==> src/rtl/fpu_seq_pkg.sv <==
// Shared types for the FPU chain sequencer.
// Holds the FSM encoding, the FPU op codes and the op legality check.
package fpu_seq_pkg;

    typedef enum logic [2:0] {
        IDLE,
        CHECK,
        LAUNCH,
        WAIT,
        CAPTURE,
        NEXT
    } state_t;

    localparam logic [2:0] OP_ADD = 3'b000;
    localparam logic [2:0] OP_SUB = 3'b001;
    localparam logic [2:0] OP_MUL = 3'b010;
    localparam logic [2:0] OP_DIV = 3'b011;

    function automatic logic is_legal_op(input logic [2:0] op);
        return op inside {OP_ADD, OP_SUB, OP_MUL, OP_DIV};
    endfunction

endpackage

==> src/rtl/fpu_seq_acc_bank.sv <==
// Per-channel accumulator registers for the FPU chain sequencer.
// One write port, one broadcast load port and one read mux.
module fpu_seq_acc_bank #(
    parameter int                DATA_W   = 64,
    parameter int                NUM_CH   = 4,
    parameter int                CW       = 2,
    parameter logic [DATA_W-1:0] INIT_VAL = '0
) (
    input  logic              clk,
    input  logic              rst,
    input  logic              wr_en,
    input  logic [CW-1:0]     wr_ch,
    input  logic [DATA_W-1:0] wr_data,
    input  logic              ld_en,
    input  logic [DATA_W-1:0] ld_data,
    input  logic [CW-1:0]     rd_ch,
    output logic [DATA_W-1:0] rd_data
);

    logic [DATA_W-1:0] acc_q [NUM_CH];

    always_ff @(posedge clk) begin
        if (!rst) begin
            for (int i = 0; i < NUM_CH; i++) begin
                acc_q[i] <= INIT_VAL;
            end
        end else if (ld_en) begin
            for (int i = 0; i < NUM_CH; i++) begin
                acc_q[i] <= ld_data;
            end
        end else if (wr_en) begin
            acc_q[wr_ch] <= wr_data;
        end
    end

    assign rd_data = acc_q[rd_ch];

endmodule

==> src/rtl/fpu_chain_sequencer.sv <==
// Sequences one FPU operation per channel on every sample strobe,
// feeding each result back into that channel's accumulator.
module fpu_chain_sequencer #(
    parameter int                DATA_W    = 64,
    parameter int                NUM_CH    = 4,
    parameter int                EN_CYCLES = 2,
    parameter int                TIMEOUT   = 255,
    parameter logic [DATA_W-1:0] INIT_VAL  = '0,
    localparam int               CW        = (NUM_CH > 1) ? $clog2(NUM_CH) : 1
) (
    input  logic                     clk,
    input  logic                     rst,
    input  logic                     sample_strobe,
    input  logic [NUM_CH*DATA_W-1:0] ch_opa,
    input  logic [NUM_CH*3-1:0]      ch_op,
    input  logic [1:0]               rmode,
    input  logic                     acc_load,
    input  logic [DATA_W-1:0]        acc_load_val,
    output logic                     fpu_enable,
    output logic [2:0]               fpu_op,
    output logic [1:0]               fpu_rmode,
    output logic [DATA_W-1:0]        fpu_opa,
    output logic [DATA_W-1:0]        fpu_opb,
    input  logic [DATA_W-1:0]        fpu_out,
    input  logic                     fpu_ready,
    input  logic                     fpu_exception,
    output logic                     res_valid,
    output logic [CW-1:0]            res_ch,
    output logic [DATA_W-1:0]        res_data,
    output logic                     res_exc,
    output logic                     busy,
    output logic                     overrun,
    output logic                     timeout_err,
    output logic                     illegal_op
);

    import fpu_seq_pkg::*;

    localparam int EW = (EN_CYCLES > 1) ? $clog2(EN_CYCLES) : 1;
    localparam int TW = $clog2(TIMEOUT + 1);

    localparam logic [CW-1:0] LAST_CH = CW'(NUM_CH - 1);
    localparam logic [EW-1:0] EN_LAST = EW'(EN_CYCLES - 1);
    localparam logic [TW-1:0] TO_MAX  = TW'(TIMEOUT);

    state_t            state_q;
    state_t            state_d;
    logic [CW-1:0]     ch_q;
    logic [EW-1:0]     en_cnt_q;
    logic [TW-1:0]     wait_cnt_q;
    logic [2:0]        op_arr  [NUM_CH];
    logic [DATA_W-1:0] opa_arr [NUM_CH];
    logic [2:0]        cur_op;
    logic [DATA_W-1:0] acc_rd;
    logic              op_ok;
    logic              got_ready;
    logic              acc_we;
    logic              acc_ld;

    for (genvar g = 0; g < NUM_CH; g++) begin : g_unpack
        assign op_arr[g]  = ch_op[g*3 +: 3];
        assign opa_arr[g] = ch_opa[g*DATA_W +: DATA_W];
    end

    assign cur_op     = op_arr[ch_q];
    assign op_ok      = is_legal_op(cur_op);
    assign got_ready  = (state_q == WAIT) && fpu_ready;
    assign acc_we     = (state_q == CAPTURE);
    assign acc_ld     = (state_q == IDLE) && acc_load;
    assign busy       = (state_q != IDLE);
    assign fpu_enable = (state_q == LAUNCH);

    fpu_seq_acc_bank #(
        .DATA_W  (DATA_W),
        .NUM_CH  (NUM_CH),
        .CW      (CW),
        .INIT_VAL(INIT_VAL)
    ) u_acc (
        .clk    (clk),
        .rst    (rst),
        .wr_en  (acc_we),
        .wr_ch  (ch_q),
        .wr_data(res_data),
        .ld_en  (acc_ld),
        .ld_data(acc_load_val),
        .rd_ch  (ch_q),
        .rd_data(acc_rd)
    );

    always_comb begin
        state_d = state_q;
        unique case (state_q)
            IDLE:    if (sample_strobe) state_d = CHECK;
            CHECK:   state_d = op_ok ? LAUNCH : NEXT;
            LAUNCH:  if (en_cnt_q == EN_LAST) state_d = WAIT;
            WAIT: begin
                if (fpu_ready) begin
                    state_d = CAPTURE;
                end else if (wait_cnt_q == TO_MAX) begin
                    state_d = NEXT;
                end
            end
            CAPTURE: state_d = NEXT;
            NEXT:    state_d = (ch_q == LAST_CH) ? IDLE : CHECK;
            default: state_d = IDLE;
        endcase
    end

    always_ff @(posedge clk) begin
        if (!rst) begin
            state_q <= IDLE;
        end else begin
            state_q <= state_d;
        end
    end

    always_ff @(posedge clk) begin
        if (!rst) begin
            ch_q        <= '0;
            en_cnt_q    <= '0;
            wait_cnt_q  <= '0;
            fpu_op      <= '0;
            fpu_rmode   <= '0;
            fpu_opa     <= '0;
            fpu_opb     <= '0;
            res_valid   <= 1'b0;
            res_ch      <= '0;
            res_data    <= '0;
            res_exc     <= 1'b0;
            overrun     <= 1'b0;
            timeout_err <= 1'b0;
            illegal_op  <= 1'b0;
        end else begin
            en_cnt_q   <= (state_q == LAUNCH) ? en_cnt_q + 1'b1 : '0;
            wait_cnt_q <= (state_q == WAIT) ? wait_cnt_q + 1'b1 : '0;
            res_valid  <= got_ready;

            if (state_q == IDLE && sample_strobe) begin
                ch_q <= '0;
            end else if (state_q == NEXT && ch_q != LAST_CH) begin
                ch_q <= ch_q + 1'b1;
            end

            // Operands are frozen here so later input changes cannot disturb the op.
            if (state_q == CHECK) begin
                if (op_ok) begin
                    fpu_op    <= cur_op;
                    fpu_rmode <= rmode;
                    fpu_opa   <= opa_arr[ch_q];
                    fpu_opb   <= acc_rd;
                end else begin
                    illegal_op <= 1'b1;
                end
            end

            if (got_ready) begin
                res_ch   <= ch_q;
                res_data <= fpu_out;
                res_exc  <= fpu_exception;
            end

            if (sample_strobe && state_q != IDLE) begin
                overrun <= 1'b1;
            end

            if (state_q == WAIT && !fpu_ready && wait_cnt_q == TO_MAX) begin
                timeout_err <= 1'b1;
            end
        end
    end

endmodule
==> config.mk <==
export PLATFORM = sky130hd
export DESIGN_NAME = fpu_chain_sequencer
export DESIGN_NICKNAME = d
export VERILOG_FILES = /design/src/rtl/fpu_seq_pkg.sv /design/src/rtl/fpu_seq_acc_bank.sv /design/src/rtl/fpu_chain_sequencer.sv
export SDC_FILE = /design/constraint.sdc
export NUM_CORES = 1
export LEC_CHECK = 0
export CORE_AREA = 4 4 238 240
export DETAILED_ROUTE_END_ITERATION = 8
export DIE_AREA = 0 0 242 244
export GPL_TIMING_DRIVEN = 0
export PLACE_DENSITY = 0.68
export SETUP_SLACK_MARGIN = 0.3
export SYNTH_ARGS = -nofsm -noshare
export SYNTH_HDL_FRONTEND = slang
export SYNTH_SLANG_ARGS = --single-unit
==> constraint.sdc <==
create_clock -name clk -period 5.7 [get_ports clk]
set_input_delay 1.14 -clock clk [delete_from_list [all_inputs] [get_ports clk]]
set_output_delay 1.14 -clock clk [all_outputs]
set_load 0.01 [all_outputs]
==> results of run 1 <==
==> sequential cells by signal, summed over array words and instances, names as in the netlist <==
register and count:
state_q 3, timeout_err 1, ch_q 2, en_cnt_q 1, fpu_rmode 2, fpu_op 3
res_exc 1, res_data 64, fpu_opb 64, overrun 1, u_acc.acc_q 256, wait_cnt_q 8
illegal_op 1, res_valid 1, res_ch 2, fpu_opa 64
==> cell type report <==
| cell class | count | area [um^2] |
|---|---|---|
| antenna | 7 | 17.52 |
| timing repair buffer | 614 | 6221 |
| inverter | 5 | 18.77 |
| multi-input combinational | 1063 | 8748 |
| clock buffer | 75 | 1503 |
| fill | 4594 | 24390 |
| clock inverter | 20 | 197.7 |
| buffer | 158 | 630.6 |
| sequential | 474 | 12050 |
| tap | 704 | 880.8 |
==> final timing paths <==
kind | endpoint | slack [ps] | cells after the start
setup reg to reg | u_acc.acc_q[1][48] | 1470 | 9
hold / removal | fpu_opb[14] | 450 | 2
hold reg to reg | fpu_opb[14] | 450 | 2
setup / recovery | u_acc.acc_q[1][48] | 1470 | 9
==> kinds of logic after synthesis <==
logic type               count (synthesis)  synth area share [%]
buffers and inverters                  163                 3.032
XOR/XNOR                                 7                0.2862
multiplexers                           131                 13.77
adder cells (fa/ha/maj)                  5                0.2921
AO/OA/AOI/OAI                          469                 17.88
flip-flops                             474                 56.26
AND/OR/NAND/NOR                        451                 8.470
==> cells in the mapped netlist (all sizes together) (3+ instances only) <==
library cell,number,share of area [%]
nand2,404,7.1
a22o,256,10
edfxtp,256,36
dfxtp,218,20
a21boi,201,7.0
mux4,131,14
clkbuf,123,2.2
buf,35,0.79
nor2,12,0.21
and3,6,0.18
and2,5,0.15
ha,5,0.29
inv,5,0.088
xor2,5,0.20
nand2b,4,0.12
o21ai,4,0.093
a21oi,3,0.070
nand3,3,0.070
nor3,3,0.070
==> through the flow <==
stage / worst slack [ps] / instance area, um^2 / total power, mW / hold WS, ps / util [%]
after floorplan: 1720 / 21420 / 4.563 / 441.4 / -
after global placement: -985.8 / 28400 / 5.231 / 441.4 / 51.95
after detailed placement: 1071 / 28540 / 5.263 / 449.4 / 52.20
after CTS: 1442 / 30240 / 8.588 / 457.5 / 55.32
after global routing: 1285 / 30260 / 8.822 / 472.5 / 55.36
final: 1474 / 30270 / 8.561 / 452.7 / 55.37
==> layer usage <==
layer / vias to the layer above / routed length, um / GRT usage [%]
met4: 6 / 2412 / 8.008
met2: 853 / 42920 / 49.08
met1: 8941 / 33080 / 34.48
met3: 120 / 7010 / 6.974
met5: - / 57 / 0
li1: 7801 / - / -
==> power by group <==
group | switching, mW | internal [mW] | total [mW]
sequential | 0.0878 | 3.91 | 4.00
clock | 1.40 | 1.96 | 3.37
combinational | 0.573 | 0.625 | 1.20
total | 2.06 | 6.50 | 8.56
==> critical path, cell delays in order (launching register included) <==
cell	delay, ps
sky130_fd_sc_hd__dfxtp_1	350
sky130_fd_sc_hd__clkbuf_1	440
sky130_fd_sc_hd__clkbuf_1	710
sky130_fd_sc_hd__clkbuf_1	590
sky130_fd_sc_hd__inv_1	190
sky130_fd_sc_hd__ha_1	220
sky130_fd_sc_hd__and2_1	180
sky130_fd_sc_hd__clkbuf_1	340
sky130_fd_sc_hd__nand2b_4	520
sky130_fd_sc_hd__buf_16	370
==> impl_metrics.yaml, run 1 <==
global_route:
  antenna_found_initial: 11
  grt_start_max_net_pins: 50
  grt.total_usage_pct: 27.99
  grt_first_pass_wirelength_um: 123000
  grt_overflow_total: 0
  first_global_vias: 17880
timing:
  grt_setup_unrepaired: "false"
  timing_worst_slew_pin_value_ps: 1239
  finalMaxSlewViolations: 0
  final.setup.tns_ps: 0
  final_hold_viol_count: 0
  final-setup-viol-count: 0
  timing.slew.headroom_pct: 16.69
  clock.fmax_mhz: 236.6
  clock-skew-final_ps: 22.12
  timing.final.crit_period_ps: 4226
  min_period_over_period_pct: 74.15
worst_setup_path:
  crit_path_max_fanout: 37
  r2r_start: "ch_q[1]"
  crit_start: "ch_q[1]"
  critPathRequiredTime_ps: 6020
  path_class: "register to register"
  critical_path_arrival_ps: 4550
  worst_setup_path_end_kind: "register"
  start_kind: "register"
cells_and_area:
  final_cell_mix: "609 x sky130_fd_sc_hd__clkdlybuf4s50_1, 404 x sky130_fd_sc_hd__nand2_1, 256 x sky130_fd_sc_hd__a22o_1, 256 x sky130_fd_sc_hd__edfxtp_1, 218 x sky130_fd_sc_hd__dfxtp_1"
  layout_cell_share_with_drive_strength_beyond_1_pct: 10.05
  area_growth_syn_to_layout_pct: 41.32
  layout.cells.non_filler: 3120
  layout.cells.most_common: "sky130_fd_sc_hd__clkdlybuf4s50_1"
  finish.net_count: 2776
floorplanning:
  core-area_um2: 54660
  boundaryPins: 610
  floorplan.initialDensity_pct: 39.18
  fp.dieArea_um2: 59050
  die_h_um: 244
  die_x_um: 242
  std_cell_rows: 86
clocking:
  number_of_buffers_inserted_by_post_cts_setup_repair: 0
  latest_clock_arrival_within_the_worst_skew_pair_ps: 610
  clock_tree.htree_level_count: 2
  cts_tree: "done"
  number_of_clock_buffers_inserted_by_tritoncts: 51
  clock_sink_count: 474
  clk_slew_on_worst_s_h_paths_ps: 60
  clock_root_buffer: "sky130_fd_sc_hd__clkbuf_16"
  clk_buf_depth: 3
  postCtsResizedCells: 0
  post_cts_hold_buffer_count: 0
route:
  wl_um: 85470
  drcViolationCount: 0
  detail_route.vias_per_cell: 5.680
  drt_wl_cell_um: 27.40
  drt_first_pass_iters: 5
  drt_iter0_drc: 1525
  num_vias: 17720
  drtAntennaViolNets: 0
yosys:
  synth_enable_flop_cells: 256
  synth_async_sr_flop_share_pct: 0
  dominantRegCellSynth: "sky130_fd_sc_hd__edfxtp_1"
  synthCells: 1700
  postSynthRegisterBits: 474
  synth.cell_area_um2: 21420
  average_cell_area_after_synthesis_um2: 12.60
  yosys_warnings: 0
  synth.yosys.seq_area_share_pct: 56.26
  count_of_cell_types_in_the_netlist: 38
  synth_nets: 2109
power:
  max-vdd-ir-drop_uv: 203.3
  power_leakage_nw: 10.32
  pwr_density_cell_nw_per_um2: 282.8
run_status:
  outcome: "finished clean"
place:
  placedCellCount: 3017
  io_buffer_count: 609
  detailedPlacementHpwl_um: 63220
  routability_congestion_estimate_from_global_placement: 0.9213
job:
  drv_cap: 0
worst_hold_path:
  min_from: "fpu_opb[14]"
  holdCritPathClass: "register to register"
Power figures use the tool's default switching activity.
==> inputs of run 2 (changes only) <==
--- a/config.mk
+++ b/config.mk
@@ -5,11 +5,11 @@
 export SDC_FILE = /design/constraint.sdc
 export NUM_CORES = 1
 export LEC_CHECK = 0
-export CORE_AREA = 4 4 238 240
+export CORE_AREA = 4 4 236 238
 export DETAILED_ROUTE_END_ITERATION = 8
-export DIE_AREA = 0 0 242 244
+export DIE_AREA = 0 0 240 242
 export GPL_TIMING_DRIVEN = 0
-export PLACE_DENSITY = 0.68
+export PLACE_DENSITY = 0.69
 export SETUP_SLACK_MARGIN = 0.3
 export SYNTH_ARGS = -nofsm -noshare
 export SYNTH_HDL_FRONTEND = slang
==> constraint.sdc (replaced) <==
create_clock -name clk -period 4.2 [get_ports clk]
set_input_delay 0.84 -clock clk [delete_from_list [all_inputs] [get_ports clk]]
set_output_delay 0.84 -clock clk [all_outputs]
set_load 0.01 [all_outputs]
==> run 2 against run 1 <==
Net effect: die area is 1.6% lower; register-to-register slack worse by 990 ps; hold slack lost 1.9 ps; sequential share of layout area decreased by 0.058 points; clock power increased by 40%; global-route usage fell by 0.46 points; critical path depth is the same; clock-buffer cell count fell by 4; clock skew is 4.8 ps lower; wire length fell by 2.5%; non-clock buffer count fell by 2; via count shrank 0.45%.
==> impl_metrics.yaml, run 2 (same netlist as run 1, synthesis figures left out) <==
run_status:
  outcome: "finished clean"
cells_and_area:
  finish.net_count: 2774
  post-route-cell-area_um2: 30310
  fin_util_pct: 56.55
  seq_area_um2: 12050
  multi_input_gate_area_um2: 8748
  largest_reg_flops: 256
  layout.cells.most_common: "sky130_fd_sc_hd__clkdlybuf4s50_1"
  filler_cell_count: 4544
  layout_cell_share_with_drive_strength_beyond_1_pct: 10.47
  final_cell_mix: "609 x sky130_fd_sc_hd__clkdlybuf4s50_1, 404 x sky130_fd_sc_hd__nand2_1, 256 x sky130_fd_sc_hd__a22o_1, 256 x sky130_fd_sc_hd__edfxtp_1, 218 x sky130_fd_sc_hd__dfxtp_1"
  top_register: "u_acc.acc_q"
  area_growth_syn_to_layout_pct: 41.52
route:
  drt_wl_cell_um: 26.78
  drt_first_pass_iters: 5
  wl_um: 83310
  detail_route.vias_per_cell: 5.671
  drt_iter0_drc: 1693
  num_vias: 17640
  drcViolationCount: 0
  drtAntennaViolNets: 0
timing:
  finalHoldWorstSlack_ps: 450.9
  timing.slew.headroom_pct: 15.77
  finalMaxSlewViolations: 0
  final.setup.tns_ps: 0
  grt_setup_unrepaired: "false"
  clock-skew-final_ps: 17.34
  final_hold_viol_count: 0
  timing_worst_slew_pin_value_ps: 1252
  timing.final.crit_period_ps: 3717
  clock.fmax_mhz: 269.0
  min_period_over_period_pct: 88.51
  final-setup-viol-count: 0
worst_setup_path:
  critical-path-max-stage-delay_ps: 470
  path_class: "register to register"
  critPathRequiredTime_ps: 4520
  critical_path_arrival_ps: 4040
  crit_path_max_fanout: 44
  slowest_stage: "sky130_fd_sc_hd__clkbuf_1"
  cp_top_family: "buffers and inverters"
  crit_path_cell_trace: "clkbuf_1 -> clkbuf_2 -> clkbuf_2 -> inv_1 -> ha_1 -> and2_1 -> clkbuf_1 -> nand2b_4 -> buf_16"
  worst_setup_path_end_kind: "register"
  start_kind: "register"
  path_buf_inv: 6
floorplanning:
  fp.dieArea_um2: 58080
  core-area_um2: 53600
  die_x_um: 240
  floorplan.initialDensity_pct: 39.96
  die_h_um: 242
  boundaryPins: 610
  std_cell_rows: 85
power:
  max-vdd-ir-drop_uv: 292.7
  pwr_density_cell_nw_per_um2: 387.6
  power_leakage_nw: 10.37
clocking:
  number_of_buffers_inserted_by_post_cts_setup_repair: 0
  clock_tree.htree_level_count: 2
  clk_buf_depth: 3
  clk_slew_on_worst_s_h_paths_ps: 60
  latest_clock_arrival_within_the_worst_skew_pair_ps: 600
  clock_root_buffer: "sky130_fd_sc_hd__clkbuf_16"
  clock_sink_count: 474
  cts_tree: "done"
  number_of_clock_buffers_inserted_by_tritoncts: 51
  post_cts_hold_buffer_count: 0
place:
  detailedPlacementHpwl_um: 62090
  io_buffer_count: 609
  routability_congestion_estimate_from_global_placement: 0.9009
  dpl-instance-area_um2: 28530
global_route:
  grt.total_usage_pct: 27.52
  first_global_vias: 17630
  grt_start_max_net_pins: 45
  grt_overflow_total: 0
  grt_first_pass_wirelength_um: 118900
  antenna_found_initial: 16
job:
  drv_cap: 0
worst_hold_path:
  holdCritPathClass: "register to register"
## run 2: cell types whose count changed in the layout (fill, tap and decap cells not counted)
cell	change
sky130_fd_sc_hd__buf_1	-1
sky130_fd_sc_hd__buf_8	-1
sky130_fd_sc_hd__bufinv_16	+1
sky130_fd_sc_hd__clkbuf_1	-8
sky130_fd_sc_hd__clkbuf_16	+2
sky130_fd_sc_hd__clkbuf_2	+3
sky130_fd_sc_hd__clkbuf_8	-1
sky130_fd_sc_hd__clkinv_1	-2
sky130_fd_sc_hd__clkinv_2	+3
sky130_fd_sc_hd__clkinv_8	-1
sky130_fd_sc_hd__inv_4	+2
sky130_fd_sc_hd__inv_6	+2
## run 2: per-stage QoR
stage / cells / worst slack (ps) / power [mW]
6_report: 3111 / 482.5 / 11.75
5_1_grt: 3111 / 350.9 / 12.10
4_1_cts: 3104 / 466.4 / 11.80
3_5_place_dp: 3009 / -92.98 / 7.132
3_3_place_gp: 3005 / -2376 / 7.087
2_1_floorplan: 1700 / 488.9 / 6.192
## run 2: power by group
group	switching [mW]	internal, mW	leakage, nW	total (mW)
Clock	1.92	2.79	0.883	4.71
Sequential	0.119	5.30	4.52	5.42
Combinational	0.769	0.848	4.96	1.62
## run 2: worst paths after layout
path                            depth (start not counted)                  to         from  slack (ps)
worst min register to register                          2         fpu_opb[46]  fpu_opb[46]         450
worst max register to register                          9  u_acc.acc_q[1][46]      ch_q[1]         480
worst min-delay path                                    2         fpu_opb[46]  fpu_opb[46]         450
worst max-delay path                                    9  u_acc.acc_q[1][46]      ch_q[1]         480
## run 2: area by class of cell
type	count	share of cell area, %
antenna	7	0.05779
buffer	157	2.076
clock buffer	71	5.019
clock inverter	25	0.8214
inverter	5	0.06191
multi-input combinational	1063	28.86
sequential	474	39.76
tap	696	2.873
timing repair buffer	613	20.47
## run 2: tightest hold or removal path, delay by kind of cell, from the launching register on
kind	cells	cell delay, ps
DFF	1	310
and+or+nand+nor	1	50
AOI/OAI and AO/OA	1	50
## run 2: repair_timing
action,in CTS,in global routing
gates resized for setup,2,0
hold endpoints to repair,0,0
setup endpoints to repair,272,0
## run 2: routing by layer
metal,track usage [%],vias to the layer above,wire [um]
li1,-,7790,-
met1,34.67,8834,31780
met2,46.93,857,41650
met3,6.091,144,7203
met4,9.353,16,2568
met5,0,-,105
